<file path="config.mk">
export PLATFORM = sky130hd
export DESIGN_NAME = bios_loader_flat
export DESIGN_NICKNAME = d
export VERILOG_FILES = /design/src/rtl/bios_loader_pkg.sv /design/src/rtl/bios_loader_if.sv /design/src/rtl/sync_word_fifo.sv /design/src/rtl/bios_loader.sv /design/src/flat_wrapper.sv
export SDC_FILE = /design/constraint.sdc
export NUM_CORES = 1
export LEC_CHECK = 0
export ABC_AREA = 1
export CAP_MARGIN = 10
export CORE_MARGIN = 3
export CORE_UTILIZATION = 54
export CTS_CLUSTER_DIAMETER = 200
export CTS_CLUSTER_SIZE = 30
export DETAILED_ROUTE_END_ITERATION = 10
export PLACE_DENSITY = 0.76
export SLEW_MARGIN = 10
export SYNTH_ARGS = -nofsm -noshare
export SYNTH_HDL_FRONTEND = slang
export SYNTH_SLANG_ARGS = --single-unit
</file>
<file path="constraint.sdc">
create_clock -name clk_sys -period 3.9 [get_ports clk_sys]
set_input_delay 0.78 -clock clk_sys [delete_from_list [all_inputs] [get_ports clk_sys]]
set_output_delay 0.78 -clock clk_sys [all_outputs]
set_load 0.05 [all_outputs]
</file>
<file path="src/rtl/bios_loader_pkg.sv">
// bios_loader_pkg
//   Shared types and widths for the BIOS loader.
//   - state_e     : loader state machine encoding
//   - BIOS_WORDS_DEF / BYTE_CNT_W / WORD_CNT_W : counter widths sized so a
//     full image count (2*BIOS_WORDS bytes, BIOS_WORDS words) is representable
//   - BIOS_ADDR_W : width of the word address handed to the system
package bios_loader_pkg;

    localparam int BIOS_WORDS_DEF = 8192;
    localparam int BYTE_CNT_W     = $clog2(2 * BIOS_WORDS_DEF) + 1;
    localparam int WORD_CNT_W     = $clog2(BIOS_WORDS_DEF) + 1;
    localparam int BIOS_ADDR_W    = 13;

    typedef enum logic [1:0] {
        IDLE  = 2'd0,
        LOAD  = 2'd1,
        DRAIN = 2'd2,
        DONE  = 2'd3
    } state_e;

endpackage

</file>
<file path="src/rtl/bios_loader_if.sv">
// bios_loader_if
//   Bundles the hps_io ioctl download port and the system BIOS write port.
//   - ioctl_download/index/wr/addr/dout : byte stream from hps_io
//   - ioctl_wait                        : backpressure back to hps_io
//   - bios_req                          : system ready for words
//   - bios_addr/din/wr                  : word write to the system
//   - bios_loaded/bios_err              : sticky status
//   modport slave  : the loader's view
//   modport master : the environment's view (hps_io + system)
interface bios_loader_if;
    import bios_loader_pkg::*;

    logic                   ioctl_download;
    logic [7:0]             ioctl_index;
    logic                   ioctl_wr;
    logic [24:0]            ioctl_addr;
    logic [7:0]             ioctl_dout;
    logic                   ioctl_wait;
    logic                   bios_req;
    logic [BIOS_ADDR_W-1:0] bios_addr;
    logic [15:0]            bios_din;
    logic                   bios_wr;
    logic                   bios_loaded;
    logic                   bios_err;

    modport slave (
        input  ioctl_download, ioctl_index, ioctl_wr, ioctl_addr, ioctl_dout, bios_req,
        output ioctl_wait, bios_addr, bios_din, bios_wr, bios_loaded, bios_err
    );

    modport master (
        output ioctl_download, ioctl_index, ioctl_wr, ioctl_addr, ioctl_dout, bios_req,
        input  ioctl_wait, bios_addr, bios_din, bios_wr, bios_loaded, bios_err
    );

endinterface

</file>
<file path="src/rtl/sync_word_fifo.sv">
// sync_word_fifo
//   Single-clock 16-bit FIFO with first-word-fall-through read data.
//   - clk, rst   : clock, asynchronous active-high reset
//   - clr        : synchronous flush (pointers back to zero)
//   - push/push_data : write one word (ignored when full)
//   - pop/pop_data   : pop_data shows the head word; pop consumes it
//   - full/empty/free_cnt : occupancy status
module sync_word_fifo #(
    parameter int DEPTH = 16
) (
    input  logic                     clk,
    input  logic                     rst,
    input  logic                     clr,
    input  logic                     push,
    input  logic [15:0]              push_data,
    input  logic                     pop,
    output logic [15:0]              pop_data,
    output logic                     full,
    output logic                     empty,
    output logic [$clog2(DEPTH):0]   free_cnt
);

    localparam int AW    = $clog2(DEPTH);
    localparam int PTR_W = AW + 1;
    localparam logic [PTR_W-1:0] DEPTH_W = PTR_W'(DEPTH);

    logic [PTR_W-1:0] wr_ptr_q, wr_ptr_d;
    logic [PTR_W-1:0] rd_ptr_q, rd_ptr_d;
    logic [PTR_W-1:0] count;
    logic             do_push, do_pop;
    logic [15:0]      mem_q [DEPTH];

    // Pointers carry one extra wrap bit so full and empty are distinguishable.
    always_comb begin
        count    = wr_ptr_q - rd_ptr_q;
        full     = (count == DEPTH_W);
        empty    = (count == '0);
        free_cnt = DEPTH_W - count;
        do_push  = push & ~full;
        do_pop   = pop & ~empty;
        wr_ptr_d = wr_ptr_q + PTR_W'(do_push);
        rd_ptr_d = rd_ptr_q + PTR_W'(do_pop);
        if (clr) begin
            wr_ptr_d = '0;
            rd_ptr_d = '0;
        end
    end

    always_ff @(posedge clk or posedge rst) begin
        if (rst) begin
            wr_ptr_q <= '0;
            rd_ptr_q <= '0;
        end else begin
            wr_ptr_q <= wr_ptr_d;
            rd_ptr_q <= rd_ptr_d;
        end
    end

    // Storage is not reset; the pointers alone define what is valid.
    always_ff @(posedge clk) begin
        if (do_push && !clr) begin
            mem_q[wr_ptr_q[AW-1:0]] <= push_data;
        end
    end

    assign pop_data = mem_q[rd_ptr_q[AW-1:0]];

endmodule

</file>
<file path="src/rtl/bios_loader.sv">
// bios_loader
//   Packs the hps_io byte download into little-endian 16-bit words, buffers
//   them in a small FIFO and writes them to the system BIOS port whenever
//   the system requests. Raises bios_loaded after BIOS_WORDS words have been
//   written; bios_err flags short, out-of-order or overlong downloads.
//   - clk_sys : system clock
//   - reset   : asynchronous active-high reset
//   - bus     : bios_loader_if.slave (ioctl download port + BIOS write port)
module bios_loader
    import bios_loader_pkg::*;
#(
    parameter logic [7:0] BIOS_INDEX = 8'd0,
    parameter int         BIOS_WORDS = BIOS_WORDS_DEF,
    parameter int         FIFO_DEPTH = 16
) (
    input  logic          clk_sys,
    input  logic          reset,
    bios_loader_if.slave  bus
);

    localparam int FCW = $clog2(FIFO_DEPTH) + 1;
    localparam logic [BYTE_CNT_W-1:0] BYTE_LIMIT = BYTE_CNT_W'(2 * BIOS_WORDS);
    localparam logic [WORD_CNT_W-1:0] WORD_LIMIT = WORD_CNT_W'(BIOS_WORDS);

    state_e                 state_q, state_d;
    logic                   dl_sel_q, dl_sel_d;
    logic                   dl_rise, dl_fall;
    logic [BYTE_CNT_W-1:0]  byte_cnt_q, byte_cnt_d;
    logic [7:0]             low_byte_q, low_byte_d;
    logic [WORD_CNT_W-1:0]  word_cnt_q, word_cnt_d;
    logic                   pad_pending_q, pad_pending_d;
    logic                   loaded_q, loaded_d;
    logic                   err_q, err_d;
    logic                   wait_q, wait_d;
    logic                   bios_wr_q, bios_wr_d;
    logic [BIOS_ADDR_W-1:0] bios_addr_q, bios_addr_d;
    logic [15:0]            bios_din_q, bios_din_d;

    logic                   fifo_clr, fifo_push, fifo_pop;
    logic [15:0]            fifo_push_data, fifo_pop_data;
    logic                   fifo_full, fifo_empty;
    logic [FCW-1:0]         fifo_free, free_next;

    sync_word_fifo #(
        .DEPTH(FIFO_DEPTH)
    ) u_fifo (
        .clk      (clk_sys),
        .rst      (reset),
        .clr      (fifo_clr),
        .push     (fifo_push),
        .push_data(fifo_push_data),
        .pop      (fifo_pop),
        .pop_data (fifo_pop_data),
        .full     (fifo_full),
        .empty    (fifo_empty),
        .free_cnt (fifo_free)
    );

    assign dl_sel_d = bus.ioctl_download & (bus.ioctl_index == BIOS_INDEX);
    assign dl_rise  = dl_sel_d & ~dl_sel_q;
    assign dl_fall  = ~dl_sel_d & dl_sel_q;

    // Next-state logic. Popping runs in LOAD and DRAIN independently of byte
    // packing, so a push and a pop can share a cycle. The odd trailing byte
    // is padded in DRAIN rather than on the falling edge itself, because the
    // FIFO may be full at that moment and must never be overfilled.
    always_comb begin
        state_d        = state_q;
        byte_cnt_d     = byte_cnt_q;
        low_byte_d     = low_byte_q;
        word_cnt_d     = word_cnt_q;
        pad_pending_d  = pad_pending_q;
        loaded_d       = loaded_q;
        err_d          = err_q;
        fifo_clr       = 1'b0;
        fifo_push      = 1'b0;
        fifo_push_data = 16'h0000;

        fifo_pop    = ((state_q == LOAD) || (state_q == DRAIN)) & bus.bios_req & ~fifo_empty;
        bios_wr_d   = fifo_pop;
        bios_addr_d = bios_addr_q;
        bios_din_d  = bios_din_q;
        if (fifo_pop) begin
            bios_addr_d = word_cnt_q[BIOS_ADDR_W-1:0];
            bios_din_d  = fifo_pop_data;
            word_cnt_d  = word_cnt_q + WORD_CNT_W'(1);
        end

        case (state_q)
            IDLE, DONE: begin
                if (dl_rise) begin
                    state_d       = LOAD;
                    fifo_clr      = 1'b1;
                    byte_cnt_d    = '0;
                    word_cnt_d    = '0;
                    low_byte_d    = 8'h00;
                    pad_pending_d = 1'b0;
                    loaded_d      = 1'b0;
                    err_d         = 1'b0;
                end
            end
            LOAD: begin
                if (dl_fall) begin
                    state_d       = DRAIN;
                    pad_pending_d = byte_cnt_q[0];
                    if (byte_cnt_q < BYTE_LIMIT) begin
                        err_d = 1'b1;
                    end
                end else if (bus.ioctl_wr) begin
                    // Only the address LSB is checked: it must match the lane
                    // the byte counter expects next.
                    if ((byte_cnt_q >= BYTE_LIMIT) || (bus.ioctl_addr[0] != byte_cnt_q[0])) begin
                        err_d = 1'b1;
                    end else begin
                        byte_cnt_d = byte_cnt_q + BYTE_CNT_W'(1);
                        if (byte_cnt_q[0]) begin
                            fifo_push      = 1'b1;
                            fifo_push_data = {bus.ioctl_dout, low_byte_q};
                        end else begin
                            low_byte_d = bus.ioctl_dout;
                        end
                    end
                end
                if (word_cnt_q == WORD_LIMIT) begin
                    loaded_d = 1'b1;
                end
            end
            DRAIN: begin
                if (pad_pending_q && !fifo_full) begin
                    fifo_push      = 1'b1;
                    fifo_push_data = {8'h00, low_byte_q};
                    pad_pending_d  = 1'b0;
                end
                if (word_cnt_q == WORD_LIMIT) begin
                    loaded_d = 1'b1;
                    state_d  = DONE;
                end else if (fifo_empty && !pad_pending_q) begin
                    state_d = DONE;
                end
            end
            default: state_d = IDLE;
        endcase

        // Backpressure tracks the occupancy the FIFO will have after this
        // edge, so wait is already high whenever only one slot remains.
        free_next = fifo_free - FCW'(fifo_push & ~fifo_full) + FCW'(fifo_pop);
        if (fifo_clr) begin
            free_next = FCW'(FIFO_DEPTH);
        end
        wait_d = (free_next <= FCW'(1));
    end

    always_ff @(posedge clk_sys or posedge reset) begin
        if (reset) begin
            state_q       <= IDLE;
            dl_sel_q      <= 1'b0;
            byte_cnt_q    <= '0;
            low_byte_q    <= 8'h00;
            word_cnt_q    <= '0;
            pad_pending_q <= 1'b0;
            loaded_q      <= 1'b0;
            err_q         <= 1'b0;
            wait_q        <= 1'b0;
            bios_wr_q     <= 1'b0;
            bios_addr_q   <= '0;
            bios_din_q    <= 16'h0000;
        end else begin
            state_q       <= state_d;
            dl_sel_q      <= dl_sel_d;
            byte_cnt_q    <= byte_cnt_d;
            low_byte_q    <= low_byte_d;
            word_cnt_q    <= word_cnt_d;
            pad_pending_q <= pad_pending_d;
            loaded_q      <= loaded_d;
            err_q         <= err_d;
            wait_q        <= wait_d;
            bios_wr_q     <= bios_wr_d;
            bios_addr_q   <= bios_addr_d;
            bios_din_q    <= bios_din_d;
        end
    end

    assign bus.ioctl_wait  = wait_q;
    assign bus.bios_wr     = bios_wr_q;
    assign bus.bios_addr   = bios_addr_q;
    assign bus.bios_din    = bios_din_q;
    assign bus.bios_loaded = loaded_q;
    assign bus.bios_err    = err_q;

endmodule

</file>
<file path="src/flat_wrapper.sv">
// flat-port wrapper written by rule: the top's interface ports become plain ports
module bios_loader_flat import bios_loader_pkg::*;
#(
    parameter logic [7:0] BIOS_INDEX = 8'd0,
    parameter int         BIOS_WORDS = BIOS_WORDS_DEF,
    parameter int         FIFO_DEPTH = 16
)
  (clk_sys, reset, bus_ioctl_download, bus_ioctl_index, bus_ioctl_wr, bus_ioctl_addr, bus_ioctl_dout, bus_bios_req, bus_ioctl_wait, bus_bios_addr, bus_bios_din, bus_bios_wr, bus_bios_loaded, bus_bios_err);
  bios_loader_if bus_i ();
  input  logic clk_sys;
  input  logic reset;
  input wire logic [$bits(bus_i.ioctl_download)-1:0] bus_ioctl_download;
  input wire logic [$bits(bus_i.ioctl_index)-1:0] bus_ioctl_index;
  input wire logic [$bits(bus_i.ioctl_wr)-1:0] bus_ioctl_wr;
  input wire logic [$bits(bus_i.ioctl_addr)-1:0] bus_ioctl_addr;
  input wire logic [$bits(bus_i.ioctl_dout)-1:0] bus_ioctl_dout;
  input wire logic [$bits(bus_i.bios_req)-1:0] bus_bios_req;
  output wire logic [$bits(bus_i.ioctl_wait)-1:0] bus_ioctl_wait;
  output wire logic [$bits(bus_i.bios_addr)-1:0] bus_bios_addr;
  output wire logic [$bits(bus_i.bios_din)-1:0] bus_bios_din;
  output wire logic [$bits(bus_i.bios_wr)-1:0] bus_bios_wr;
  output wire logic [$bits(bus_i.bios_loaded)-1:0] bus_bios_loaded;
  output wire logic [$bits(bus_i.bios_err)-1:0] bus_bios_err;
  assign bus_i.ioctl_download = bus_ioctl_download;
  assign bus_i.ioctl_index = bus_ioctl_index;
  assign bus_i.ioctl_wr = bus_ioctl_wr;
  assign bus_i.ioctl_addr = bus_ioctl_addr;
  assign bus_i.ioctl_dout = bus_ioctl_dout;
  assign bus_i.bios_req = bus_bios_req;
  assign bus_ioctl_wait = bus_i.ioctl_wait;
  assign bus_bios_addr = bus_i.bios_addr;
  assign bus_bios_din = bus_i.bios_din;
  assign bus_bios_wr = bus_i.bios_wr;
  assign bus_bios_loaded = bus_i.bios_loaded;
  assign bus_bios_err = bus_i.bios_err;
  bios_loader #(.BIOS_INDEX(BIOS_INDEX), .BIOS_WORDS(BIOS_WORDS), .FIFO_DEPTH(FIFO_DEPTH)) u_core (.clk_sys(clk_sys), .reset(reset), .bus(bus_i));
endmodule
</file>
==> reports/results.ini <==
[synthesis]
synth_edf_count = 256
yosysWarnings = 0
synth.most_common_cell = nor2_1
synth_top_area_cell = edfxtp_1
synth_top_area_share_pct = 50.7
synth_area_leaders = edfxtp_1 (51%), dfrtp_1 (14%), nor2_1 (7.4%), nand2_1 (7.2%), o21ai_0 (5.0%)
synth_top_cells_by_count = nor2_1 (298), nand2_1 (292), edfxtp_1 (256), o21ai_0 (153), inv_1 (113)
synthFlopType = edfxtp_1
synth_fp_nets = 1577
yosysSeqAreaShare_pct = 64.5
syn_area_sq_mm = 0.0152
synthDistinctLibCells = 34
netlist_instances = 1509
synth_seq_cells = 340
synthArstFlopShare_pct = 24.7
avgSynthCellArea_sq_um = 10.1

[setup_path]
path_cells = ha_1 > a21oi_1 > nand2_1 > xor2_1 > inv_1 > ha_1 > nand2_1 > nor2_1 > nand3_1 > nand3_1 > nand2_2 > nand2_4 > fa_1 > ha_1 > inv_1 > ha_1 > inv_1 > nor2_1 > o21a_1 > nand3_1 > a21oi_1
r2r-start = u_core.u_fifo.wr_ptr_q[2]
worstPathMaxFanout = 9
reg2reg_to = u_core.bus.ioctl_wait
arrival_ns = 4.01
reg2reg_depth = 21
start_kind = register
cp-end-kind = register
crit_slowest_cell = dfrtp_1
cp.required_ns = 4.35
critPathMaxStageDelay_ns = 0.50
critPathKind = reg2reg
cp_common_cell = ha_1
r2r_setup_slack_ns = 0.34

[sta]
max-slew-margin-rel_pct = 30.4
tightest_slew_ns = 1.04
grt_setup_unrepaired = no
finalCritPeriodShare_pct = 91.2
tns_ns = 0
drv_slew = 0
finalHoldViolCount = 0
setup_viol = 0
max_freq_mhz = 281
fin_skew_ns = 0.0316
fin_crit_ns = 3.56

[global_routing]
grt_first_pass_wirelength_um = 54300
gr-total-overflow = 0
grt_pass1_vias = 10191
grt_max_degree = 83
grt_usage_pct = 22.4
antenna_found_initial = 0

[clock_tree]
clockBufferDepth = 3
ctsHtreeMaxLevel = 1
clockRootBuffer = clkbuf_16
postCtsSetupBuffers = 0
cts-buffers-inserted = 15
clkLatencyLatePin_ns = 0.51
cts_sinks = 340
cts_resized = 0
postCtsHoldBufs = 0
cts_tree = done
clk_pin_slew_ns = 0.12

[die]
die_height_um = 174
row_count = 60
start_util_pct = 55.7
dieArea_sq_mm = 0.0301
fp.dieW_um = 174
core_sq_mm = 0.0273
io_pins = 79

[final_layout]
num-fill-cells = 2175
final-instance-count-excl-fill = 1934
regArea_sq_mm = 0.00979
multi_input_area_sq_mm = 0.00460
nNetsFinal = 1622
area_growth_pct = 9.80
layout-drive-gt1-share_pct = 5.83
antennaDiodeCount = 0

[placement]
placed_cells = 1909
routabilityCongestion = 0.874
io_buffer_count = 54
hpwlAfterDp_um = 20900

[outcome]
outcome = finished, final reports clean

[min_path]
holdPathEnd = u_core.bus.bios_loaded
hold_depth = 2
hp-start = u_core.bus.bios_loaded
hp-class = reg2reg

[flow_run]
cap_violations = 0

[detailed_routing]
vias = 10660
wire_per_inst_um = 17.5
ant_nets = 0
drt_pass1_iterations = 5
drt_iter0_markers = 1071
vias_per_cell = 5.51
wirelength_um = 33900
drc = 0

[pwr]
p_per_area_mw_per_mm2 = 696
peakVddDrop_v = 0.000526
p_leak_nw = 6.66

-- cells by family (layout without fill, tap and decap cells) --
group	Yosys count	in the layout	share of synthesized area (%)
and+or+nand+nor	717	717	19.3
DFF	340	340	64.5
AOI/OAI and AO/OA	221	221	7.86
buffers and inverters	188	241	5.16
adders and majority gates	22	22	1.91
xor gates and xnor gates	21	21	1.21
-- critical path: cells and delay by family (launching register included) --
family	cells	cell delay, ns
adders and majority gates	5	1.27
and+or+nand+nor	9	0.82
DFF	1	0.50
AOI/OAI and AO/OA	3	0.41
xor gates and xnor gates	1	0.27
buffers and inverters	3	0.20
-- layout make-up --
| type | count | area share (%) |
|---|---|---|
| inverters | 117 | 2.64 |
| multi-input cells | 981 | 27.6 |
| well taps | 372 | 2.79 |
| repair buffers | 99 | 5.57 |
| clock inverters | 1 | 0.120 |
| flip-flops and latches | 340 | 58.8 |
| clock buffers | 24 | 2.46 |
-- metrics by stage --
stage               setup slack, ns  utilization [%]  area (sq um)  hold WS (ns)  power [mW]
global placement              0.466             59.5         16200         0.458        9.64
finish                        0.343             61.1         16700         0.488        11.6
global route                 0.0375             61.1         16700         0.511        12.4
floorplan                     0.103                -         15200         0.467        8.40
detailed placement            0.379             59.5         16200         0.462        9.82
CTS                           0.340             61.1         16700         0.491        11.6
-- power breakdown --
group	switching [mW]	internal, mW	total, mW
combinational	3.71	1.62	5.33
sequential	0.228	4.22	4.45
clock	1.07	0.750	1.82
total	5.01	6.59	11.6
-- how the worst max path moves through the flow --
| stage | end | slack [ns] | from | cells after the start |
|---|---|---|---|---|
| 2_1_floorplan | u_core.bus.ioctl_wait | 0.10 | u_core.u_fifo.rd_ptr_q[2] | 25 |
| 3_3_place_gp | u_core.u_fifo.wr_ptr_q[2] | 0.47 | u_core.u_fifo.wr_ptr_q[0] | 20 |
| 3_5_place_dp | u_core.u_fifo.wr_ptr_q[4] | 0.38 | u_core.u_fifo.wr_ptr_q[0] | 22 |
| 4_1_cts | u_core.u_fifo.wr_ptr_q[4] | 0.34 | u_core.u_fifo.wr_ptr_q[0] | 22 |
| 5_1_grt | u_core.u_fifo.mem_q[10][5] | 0.04 | u_core.u_fifo.wr_ptr_q[2] | 13 |
| 6_report | u_core.bus.ioctl_wait | 0.34 | u_core.u_fifo.wr_ptr_q[2] | 21 |
-- state kept, by name (all words and copies together) (netlist names) --
register / flops
u_core.u_fifo.mem_q: 256
u_core.bus.bios_din: 16
u_core.byte_cnt_q: 15
u_core.word_cnt_q: 14
u_core.bus.bios_addr: 13
u_core.low_byte_q: 8
u_core.u_fifo.rd_ptr_q: 5
u_core.u_fifo.wr_ptr_q: 5
u_core.state_q: 2
u_core.bus.bios_err: 1
u_core.bus.bios_loaded: 1
u_core.bus.bios_wr: 1
u_core.bus.ioctl_wait: 1
u_core.dl_sel_q: 1
u_core.pad_pending_q: 1
-- routing by layer --
metal  track usage [%]  share of wire [%]  vias up
met5                 0                  0        -
met4              6.33                2.8        0
met3              2.74                7.5       55
met2              37.1                 48      371
met1              31.7                 42     5131
li1                  -                  -     5103
-- cells in the final DEF, fill, tap and decap left out, types with 3 or more instances in the layout --
master | Yosys | layout
inv_2 | 4 | 4
dfrtp_1 | 84 | 82
xor2_1 | 20 | 20
o211ai_1 | 32 | 32
nand2_2 | 3 | 3
nand3_1 | 89 | 89
o21ai_1 | 11 | 11
o21ai_0 | 153 | 153
clkbuf_1 | 30 | 9
buf_4 | 5 | 41
a21oi_1 | 23 | 23
nand2_1 | 292 | 292
inv_1 | 113 | 112
nand4_1 | 9 | 9
nor2_2 | 12 | 12
edfxtp_1 | 256 | 256
buf_12 | 0 | 4
ha_1 | 20 | 20
nor2_1 | 298 | 298
nor3_1 | 3 | 3
clkdlybuf4s50_1 | 0 | 54
clkbuf_16 | 0 | 15
Note: power is estimated with default switching activity, not from simulation.
